<file path="config.mk">
export PLATFORM = sky130hd
export DESIGN_NAME = fifo_in_reader
export DESIGN_NICKNAME = d
export VERILOG_FILES = /design/src/rtl/fifo_in_reader_pkg.sv /design/src/rtl/fifo_in_reader_outst_counter.sv /design/src/rtl/fifo_in_reader.sv
export SDC_FILE = /design/constraint.sdc
export NUM_CORES = 1
export LEC_CHECK = 0
export CORE_AREA = 2 2 229 231
export CTS_CLUSTER_SIZE = 30
export DETAILED_ROUTE_END_ITERATION = 10
export DIE_AREA = 0 0 231 233
export PLACE_DENSITY = 0.51
export SLEW_MARGIN = 20
export SYNTH_ARGS = -nofsm -noshare
export SYNTH_HDL_FRONTEND = slang
export SYNTH_HIERARCHICAL = 1
export SYNTH_SLANG_ARGS = --single-unit
</file>
<file path="constraint.sdc">
create_clock -name clock_i -period 2.8 [get_ports clock_i]
set_clock_uncertainty 0.1 [all_clocks]
set_input_delay 0.7 -clock clock_i [delete_from_list [all_inputs] [get_ports clock_i]]
set_output_delay 0.7 -clock clock_i [all_outputs]
set_load 0.1 [all_outputs]
</file>
<file path="src/rtl/fifo_in_reader_pkg.sv">
// Shared definitions for the fifo_in drain side: entry layout, widths and FSM encoding.
package fifo_pkg;

    localparam int ADDR_W   = 28;
    localparam int DATA_W   = 256;
    localparam int ENTRY_W  = 1 + ADDR_W + DATA_W;
    localparam int CNT_W    = 4;

    localparam int WR_BIT   = ENTRY_W - 1;
    localparam int ADDR_MSB = WR_BIT - 1;
    localparam int ADDR_LSB = DATA_W;
    localparam int DATA_MSB = DATA_W - 1;
    localparam int DATA_LSB = 0;

    typedef enum logic [2:0] {
        IDLE  = 3'd0,
        POP   = 3'd1,
        LATCH = 3'd2,
        CMD   = 3'd3,
        WDATA = 3'd4
    } state_t;

    // Pulls the address field out of a raw fifo_in entry.
    function automatic logic [ADDR_W-1:0] entryAddr(input logic [ENTRY_W-1:0] entry);
        return entry[ADDR_MSB:ADDR_LSB];
    endfunction

    // Pulls the payload field out of a raw fifo_in entry.
    function automatic logic [DATA_W-1:0] entryData(input logic [ENTRY_W-1:0] entry);
        return entry[DATA_MSB:DATA_LSB];
    endfunction

endpackage

</file>
<file path="src/rtl/fifo_in_reader_outst_counter.sv">
// Up/down counter of DDR reads in flight; saturates at 0 and at MAX, flags full at MAX.
module outst_counter
    import fifo_pkg::*;
#(
    parameter int MAX = 8
)
(
    input  logic             clock_i,
    input  logic             reset_i,
    input  logic             inc_i,
    input  logic             dec_i,
    output logic [CNT_W-1:0] count_o,
    output logic             full_o
);

    localparam logic [CNT_W-1:0] CNT_MAX = CNT_W'(MAX);

    logic [CNT_W-1:0] count_q;
    logic [CNT_W-1:0] count_d;

    // Next count: simultaneous issue and return cancel out; a return at zero is ignored.
    always_comb begin
        count_d = count_q;
        if (inc_i && !dec_i && (count_q != CNT_MAX)) begin
            count_d = count_q + 1'b1;
        end else if (dec_i && !inc_i && (count_q != '0)) begin
            count_d = count_q - 1'b1;
        end
    end

    // Count register, cleared by reset.
    always_ff @(posedge clock_i) begin
        if (reset_i) begin
            count_q <= '0;
        end else begin
            count_q <= count_d;
        end
    end

    assign count_o = count_q;
    assign full_o  = (count_q == CNT_MAX);

endmodule

</file>
<file path="src/rtl/fifo_in_reader.sv">
// Drains fifo_in one entry at a time and hands it to the DDR controller as a
// command (plus a write-data beat for writes), throttling reads in flight.
module fifo_in_reader
    import fifo_pkg::*;
#(
    parameter int MAX_OUTST = 8
)
(
    input  logic               clock_i,
    input  logic               reset_i,
    input  logic [ENTRY_W-1:0] q_i,
    input  logic               empty_i,
    output logic               rdEn_o,
    output logic               cmdValid_o,
    input  logic               cmdReady_i,
    output logic               cmdWr_o,
    output logic [ADDR_W-1:0]  cmdAddr_o,
    output logic               wrValid_o,
    input  logic               wrReady_i,
    output logic [DATA_W-1:0]  wrData_o,
    input  logic               rdReturn_i,
    output logic               busy_o,
    output logic [CNT_W-1:0]   outstCnt_o
);

    state_t state_q;
    state_t state_d;

    logic              cmdWr_q;
    logic [ADDR_W-1:0] cmdAddr_q;
    logic [DATA_W-1:0] wrData_q;

    logic popStrobe;
    logic cmdValid;
    logic wrValid;
    logic cntFull;
    logic readAccepted;

    // A read must wait while the controller already holds the maximum number of reads.
    // The count can only rise through this block, so a raised cmd_valid is never withdrawn.
    logic cmdStall;
    assign cmdStall = !cmdWr_q && cntFull;

    // Next-state and handshake strobes for the pop / latch / command / write-data sequence.
    always_comb begin
        state_d   = state_q;
        popStrobe = 1'b0;
        cmdValid  = 1'b0;
        wrValid   = 1'b0;
        case (state_q)
            IDLE: begin
                if (!empty_i) begin
                    state_d = POP;
                end
            end
            POP: begin
                popStrobe = 1'b1;
                state_d   = LATCH;
            end
            LATCH: begin
                state_d = CMD;
            end
            CMD: begin
                if (!cmdStall) begin
                    cmdValid = 1'b1;
                    if (cmdReady_i) begin
                        state_d = cmdWr_q ? WDATA : IDLE;
                    end
                end
            end
            WDATA: begin
                wrValid = 1'b1;
                if (wrReady_i) begin
                    state_d = IDLE;
                end
            end
            default: begin
                state_d = IDLE;
            end
        endcase
    end

    // State register; reset drops whatever entry was in flight.
    always_ff @(posedge clock_i) begin
        if (reset_i) begin
            state_q <= IDLE;
        end else begin
            state_q <= state_d;
        end
    end

    // Capture the popped entry once fifo_in data is valid; held steady through CMD and WDATA.
    always_ff @(posedge clock_i) begin
        if (reset_i) begin
            cmdWr_q   <= 1'b0;
            cmdAddr_q <= '0;
            wrData_q  <= '0;
        end else if (state_q == LATCH) begin
            cmdWr_q   <= q_i[WR_BIT];
            cmdAddr_q <= entryAddr(q_i);
            wrData_q  <= entryData(q_i);
        end
    end

    assign readAccepted = cmdValid && cmdReady_i && !cmdWr_q;

    outst_counter #(
        .MAX (MAX_OUTST)
    ) u_outstCounter (
        .clock_i (clock_i),
        .reset_i (reset_i),
        .inc_i   (readAccepted),
        .dec_i   (rdReturn_i),
        .count_o (outstCnt_o),
        .full_o  (cntFull)
    );

    // The pop strobe is suppressed while reset is held so no entry is lost on that cycle.
    assign rdEn_o     = popStrobe && !reset_i;
    assign cmdValid_o = cmdValid;
    assign wrValid_o  = wrValid;
    assign cmdWr_o    = cmdWr_q;
    assign cmdAddr_o  = cmdAddr_q;
    assign wrData_o   = wrData_q;
    assign busy_o     = (state_q != IDLE);

endmodule

</file>
==> results.md, run 1 <==
- For this run, the post-layout net count is 2131.
- Across the run, the number of max-cap violations was 0.
- The total vias in the final route is 10460.
- Counting tap cells, the placed design contains a total of between 2000 and 2500 instances.
- The worst-path maximum fanout is 5.
- The routed design could run at a clock period as short as ~2.6 ns.
- In the final layout, the share of cells above drive strength 1 is 21.03%.
- The area growth from synthesis to layout is 66.30%.
- The gate count of the mapped netlist is 1292.
- The finished layout holds ~2500 standard cells, fillers aside.
- The diode insertion count for antenna repair is 0.
- The critical path capture point type is a flip-flop.
- After synthesis the cells add up to 10420 um2.
- The initial utilization of the core area, before any placement, comes to just over 20%.
- The startpoint class of the critical path is a flip-flop.
- The number of input and output port buffers inserted is 583.
- The worst hold path depth is 2.
- The HPWL after detailed placement is 27930 um.
- The CTS clock-pin slew for the worst setup and hold paths is about 0.060 ns.
- The wire length of the first global-routing pass is a little under 60000 um.
- The worst setup path is of the reg2reg kind.
- The via count of the first global-routing pass is 10013.
- The worst register-to-register path begins at u_outstCounter/count_o[0].
- The clock sink count is between 200 and 300.
- The number of antenna violations at the first check in global routing is 1.
- The floorplan has 83 rows.
- The power density relative to cell area is ~830 nW/um2.
- Across all hold checks on the routed design, the worst slack comes to ~0.35 ns.
- In this run the deepest clock path goes through 3 buffers.
- The part of the Yosys area used for sequential elements is between 50% and 60%.
- The cell sitting at the root of the clock tree is a clkbuf_16.
- The final layout contains routed wiring with a total length of just under 40000 um.
- The number of top-level design ports is between 500 and 600.
- OpenSTA, run right after detailed placement, puts the worst setup slack at -0.3383 ns.
- The number of max-slew violations in the final report is 0.
- The flow ran to the end, and the final reports show no timing, DRC or antenna violations.
- The source-to-sink clock delay at the later pin of the worst-skew pair is 0.52 ns.
- During synthesis, Yosys emitted a total of 6 warnings.
- The number of setup buffers added after CTS is 0.
- The vertical die dimension is 233 um.
- The number of hold-slack violations in the final timing report is 0.
- Setup repair after global routing left no endpoint under its margin.
- STA puts the critical path data required time at 3.09 ns.
- The terminating pin of the worst hold path is wrData_o[73].
- In this run the mean area of a mapped cell was 8.064 um2.
- The number of synthesized register bits is roughly 290.
- The most common cell after layout, fill and taps aside is nand2_1.
- The floorplan die area is 53820 um2.
- Dividing the detail-routed via count by the number of cells gives about 4.1.
- The setup violation total in the final timing report is 0.
- Entering global routing, the biggest net connects around 150 pins.
- In this run, post-CTS repair resized a total of 0 instances.
- In this run, distinct cell masters in the synthesized netlist total 33.
- The endpoint identified for the worst register-to-register timing path is u_outstCounter/count_o[3].
- In this run the worst hold path is classified as reg2reg.
- The worst-case IR drop observed on VDD is 0.6138 mV.
- The worst-margin pin slew is between 0.8 and 0.9 ns.
- After clock tree synthesis, the flow added hold-fix buffers numbering 0.
- The detail route stage leaves a number of antenna-violating nets equal to 0.
- In this run the standard cell core region covers 51090 um2.
- The synthesized netlist net count is 1586.
- Summed over all layers, the global routing overflow is 0.
- The number of cells on the worst reg-to-reg path is 10.
- The routability-driven placement congestion ratio is 0.8003.
- Derived from the worst setup path, the maximum achievable clock frequency is 382.9 MHz.
- The TritonCTS clock tree is yes.
- The post-route fraction of the period consumed by the critical path is 93.28%.
- The detailed-router iteration count before antenna repair is 4.
- In this run, the number of DRC markers left after iteration 0 of detailed routing was 468.
- The final worst slack is approximately 0.19 ns.
- The relative max-transition margin is 43.12%.
- Buffers inserted during clock tree synthesis total 36.
- The DRC violation count after routing is 0.
- CTS built an H-tree with a depth of 2.
- The leakage power figure is between 6 and 7 nW.
- The chip width is 231 um.
- The top cell types in the final layout, fill and taps aside, are nand2_1 (573), buf_4 (304), a21oi_1 (289), clkdlybuf4s50_1 (289), dfxtp_1 (288).
- The total global-route track usage is 13.68%.
- The setup slack of the worst register-to-register path is approximately 0.19 ns.
- The average wire length per cell after detail routing is 15.40 um.
- The worst hold path begins at wrData_o[73].
- For the worst setup path, the data arrival time is 2.90 ns.
## critical path: stages (launching register included)
cell,delay (ns)
dfxtp_4,0.39
nor3_4,0.06
and2_2,0.23
nor4b_4,0.24
nor2b_2,0.20
nand2b_1,0.10
ha_1,0.28
a21o_2,0.21
a21oi_1,0.19
mux4_2,0.33
nor2b_4,0.14
## layout make-up
| type | instances | area, um2 |
|---|---|---|
| clock inverter | 14 | 181.4 |
| multi-input combinational | 899 | 3974 |
| tap | 680 | 850.8 |
| timing repair buffer | 604 | 5389 |
| inverter | 4 | 15.01 |
| fill | 5399 | 33770 |
| clock buffer | 51 | 1059 |
| sequential | 292 | 5858 |
## report_power, final
| group | leakage [nW] | total [mW] | internal [mW] | switching, mW |
|---|---|---|---|---|
| Sequential | 2.38 | 4.73 | 4.52 | 0.207 |
| Combinational | 3.80 | 4.75 | 1.18 | 3.57 |
| Clock | 0.618 | 4.87 | 3.01 | 1.86 |
| Total | 6.79 | 14.3 | 8.71 | 5.63 |
## synth_stat cells, drive strengths merged
master | number | area (um2)
clkbuf | 38 | 142.6
a21o | 2 | 16.27
nand2 | 573 | 2151
nor3b | 2 | 26.28
inv | 4 | 15.01
nor4b | 2 | 17.52
a211oi | 1 | 7.510
a31oi | 1 | 6.260
ha | 2 | 25.02
mux4 | 1 | 22.52
nand2b | 5 | 38.78
o2bb2ai | 1 | 8.760
nor3 | 1 | 16.27
o21ai | 1 | 5.000
fa | 1 | 20.02
nor2 | 4 | 15.01
buf | 59 | 485.5
and3 | 1 | 6.260
a21oi | 291 | 1460
nor2b | 2 | 20.02
or3b | 1 | 8.760
and2 | 1 | 7.510
xor2 | 2 | 17.52
dfxtp | 292 | 5846
xnor2 | 3 | 26.28
nand3b | 1 | 7.510
## worst max path at each step
stage                                   start                   endpoint  slack (ns)  cells after the start
finish              u_outstCounter/count_o[0]  u_outstCounter/count_o[3]        0.19                     10
global route        u_outstCounter/count_o[0]  u_outstCounter/count_o[3]        0.07                     10
CTS                 u_outstCounter/count_o[0]  u_outstCounter/count_o[3]        0.13                     10
detailed placement                 cmdReady_i  u_outstCounter/count_o[3]       -0.34                      9
global placement                   cmdReady_i  u_outstCounter/count_o[3]       -0.28                      9
floorplan                             reset_i                     rdEn_o       -0.16                      3
## state kept, by name, indices dropped and copies added, names as in the netlist
signal                  flops
u_outstCounter/count_o      4
state_q                     3
cmdWr_o                     1
cmdAddr_o                  28
wrData_o                  256
## cell families after synthesis
| group | count (synthesis) | share of synthesized area, % |
|---|---|---|
| xor+xnor | 5 | 0.4204 |
| flops | 292 | 56.11 |
| compound gates | 297 | 14.44 |
| buf+inv | 101 | 6.173 |
| simple gates | 593 | 22.22 |
| fa+ha+maj | 3 | 0.4323 |
| mux | 1 | 0.2161 |
## per-layer routing
metal / wire length (um) / up-vias / GRT usage [%]
met3: 3585 / 55 / 5.012
met1: 15620 / 4787 / 15.64
li1: - / 5236 / -
met4: 991 / 2 / 4.415
met5: 13 / - / 0
met2: 18980 / 380 / 23.59
## per-stage QoR
| stage | total power [mW] | util, % | area (um2) | setup TNS, ns |
|---|---|---|---|---|
| detailed placement | 9.601 | 31.46 | 16080 | -0.3716 |
| CTS | 14.57 | 33.89 | 17320 | 0 |
| floorplan | 8.360 | - | 10460 | -0.2549 |
| global route | 14.96 | 33.91 | 17330 | 0 |
| finish | 14.35 | 33.91 | 17330 | 0 |
| global placement | 9.569 | 31.46 | 16080 | -0.2770 |
Note: power is estimated with default switching activity, not from simulation.
==> run 2: changes to the inputs <==
--- a/config.mk
+++ b/config.mk
@@ -10,6 +10,8 @@
 export DETAILED_ROUTE_END_ITERATION = 10
 export DIE_AREA = 0 0 231 233
 export PLACE_DENSITY = 0.51
+export REMOVE_ABC_BUFFERS = 1
+export SETUP_SLACK_MARGIN = 0.02
 export SLEW_MARGIN = 20
 export SYNTH_ARGS = -nofsm -noshare
 export SYNTH_HDL_FRONTEND = slang
==> run 2 against run 1 <==
Hold slack barely moved. Core utilization fell by 0.26 points. Combinational power rose by 1%. Fmax fell by 1.0%. Critical path type unchanged. Largest cell class unchanged. Largest power group is now combinational cells.
==> results.md, run 2 (synthesized netlist as in run 1, its figures left out) <==
- Setup repair after global routing left no endpoint under its margin.
- The HPWL after detailed placement is 28160 um.
- Buffers added to address setup during post-CTS repair amount to 0.
- The internal power of the cells totals 8.366 mW.
- Leaving out fill and tap cells, the most frequent cell in the layout is nand2_1.
- The congestion estimate from routability-driven global placement came to 0.8001.
- For this configuration, the core starts out at a cell density of 20.39%.
- The clock network burns 31.8% of the power.
- The aggregate routed wire length is 39460 um.
- The min-delay analysis places its worst path in the category reg2reg.
- The via count of the first global-routing pass is 10187.
- Counting along the longest clock path gives a buffer depth of 3.
- The relative max-transition margin is 20.53%.
- The clock net in this run drives a total of 292 sinks.
- The worst register-to-register path has a depth of 10.
- The clock root buffer is clkbuf_16.
- In this run the worst path has a maximum fanout of 4.
- The number of max-slew violations in the final report is 0.
- For the worst setup path, the data arrival time is 2.94 ns.
- The count of nets left with antenna violations once routing finished came out at 0.
- The number of gates given a new drive strength after cts is 0.
- The DRC violation count after routing is 0.
- The worst setup path is launched from a flip-flop.
- The switching power share of the total is 39.97%.
- The total vias in the final route is 10520.
- After global routing the overflow that remains totals 0.
- The worst hold path begins at wrData_o[239].
- Excluding fillers, the count of instances in the completed layout stands at 2543.
- The total CTS buffers is 35.
- For this design the static power due to leakage is 6.748 nW.
- The launch instance of the worst register-to-register path is u_outstCounter/count_o[1].
- Across all hold checks on the routed design, the worst slack comes to 0.3527 ns.
- Setup violations remaining at the end of the flow were counted as 0.
- The number of flip-flops in the largest register is 256.
- The chip width is 231 um.
- The average wire length per cell after detail routing is between 15 and 20 um.
- The minimum period implied by the final worst setup slack is 2.638 ns.
- The analysis attributes to net switching a power of about 5.6 mW.
- The repair_antennas step left the layout with diodes totalling 0.
- The worst-margin pin slew is between 1 and 1.5 ns.
- The power density relative to cell area is 810.7 nW/um2.
- The critical path capture point type is a flip-flop.
- The per-cell via count in the routed design is just over 4.
- The flow ran to the end, and the final reports show no timing, DRC or antenna violations.
- The maximum level of the CTS H-tree is 2.
- The start point of the critical path is u_outstCounter/count_o[1].
- The area of the placeable core is between 50000 and 60000 um2.
- The maximum number of pins on one net before global-route repair is 174.
- The first global-routing pass estimated 58600 um of wire.
- For this block, the initial DRC count from the detailed router was 433.
- In the layout the commonest cells are nand2_1 (573), buf_4 (311), dfxtp_1 (292), a21oi_1 (290), clkdlybuf4s50_1 (289).
- The number of antenna violations at the first check in global routing came to 1.
- The die covers about 54000 um2.
- Once placement completed, the tool counted placed cells totaling between 2000 and 2500.
- The top achievable clock speed is 379.1 MHz.
- The later pin in the worst-skew pair is clocked with a latency of 0.52 ns.
- The net count reported at finish is about 2100.
- The number of hold-slack violations in the final timing report is 0.
- The share of total power dissipated in sequential elements is between 30% and 40%.
- The number of top-level design ports is 584.
- The terminating pin of the worst hold path is wrData_o[239].
- The worst setup path is of the reg2reg kind.
- The number of input and output port buffers inserted is ~600.
- The setup slack of the worst register-to-register path is between 0.15 and 0.2 ns.
- Across the VDD grid, the largest voltage drop is around 0.53 mV.
- At the end of the flow the core is filled with cells to between 30% and 40%.
- The number of placement rows is a little over 80.
- The total global-route track usage is 13.80%.
- The detailed-router iteration count before antenna repair is 4.
- STA puts the critical path data required time at 3.10 ns.
- From bottom edge to top edge, the die measures 233 um.
- The endpoint of the worst register-to-register path is u_outstCounter/count_o[3].
- The filler cells instantiated in the layout total 5421.
- The final critical path takes up 94.22% of the cycle.
- The worst hold path was traced through 2 stages.
- The TritonCTS clock tree is yes.
- Across the run, the number of max-cap violations was 0.
- The area growth from synthesis to layout is 65.01%.
- For this design, the CTS-stage hold fixing added 0 buffers.
- The CTS clock-pin slew for the worst setup and hold paths is 0.06 ns.
- Of the cells placed in the final design, the portion with a size suffix greater than 1 is 20.56%.
- The power share of the combinational group is between 30% and 40%.
-- run 2: through the flow --
stage | worst slack [ns] | total power, mW | setup TNS (ns) | instance area, um2
2_1_floorplan | -3.187 | 8.186 | -913.29 | 9791
3_3_place_gp | -0.3546 | 9.602 | -0.4819 | 16090
3_5_place_dp | -0.4095 | 9.633 | -0.6378 | 16090
4_1_cts | 0.1276 | 14.15 | 0 | 17190
5_1_grt | 0.05113 | 14.53 | 0 | 17190
6_report | 0.1618 | 13.94 | 0 | 17190
-- run 2: how the worst max path moves through the flow --
stage / to / slack, ns / cells past startpoint
after floorplan: cmdAddr_o[0] / -3.19 / 3
after global placement: u_outstCounter/count_o[3] / -0.35 / 9
after detailed placement: u_outstCounter/count_o[3] / -0.41 / 9
after CTS: u_outstCounter/count_o[3] / 0.13 / 10
after global routing: u_outstCounter/count_o[3] / 0.05 / 10
final: u_outstCounter/count_o[3] / 0.16 / 10
-- run 2: final cells by class --
cell class                      instances  area [um2]  area share [%]
Tap cell                              680       850.8           4.949
Sequential cell                       292        5846           34.00
Timing Repair Buffer                  611        5441           31.65
Clock buffer                           49        1031           5.997
Multi-Input combinational cell        899        3939           22.91
Inverter                                4       15.01         0.08734
Clock inverter                          8       68.82          0.4003
-- run 2: metal layers --
metal	vias up	global-route usage, %	share of wire (%)
li1	5231	-	-
met1	4837	15.42	40
met2	388	23.79	48
met3	64	5.147	9.4
met4	0	5.262	2.8
met5	-	0	0
-- run 2: worst max-delay path, stage by stage, from the launching register on --
cell and delay, ns:
dfxtp_1 0.37, nor3_4 0.07, and2_2 0.22, nor4b_2 0.26, nor2b_1 0.26, nand2b_1 0.12, ha_1 0.29, a21o_2 0.21
a21oi_1 0.17, mux4_2 0.31, nor2b_4 0.13
-- run 2: power groups by stage --
stage               Combinational [mW]  Clock (mW)  Sequential, mW
floorplan                        0.885           0            7.30
global placement                  4.82           0            4.78
detailed placement                4.83           0            4.80
CTS                               4.84        4.60            4.71
global route                      5.03        4.75            4.75
finish                            4.80        4.43            4.71
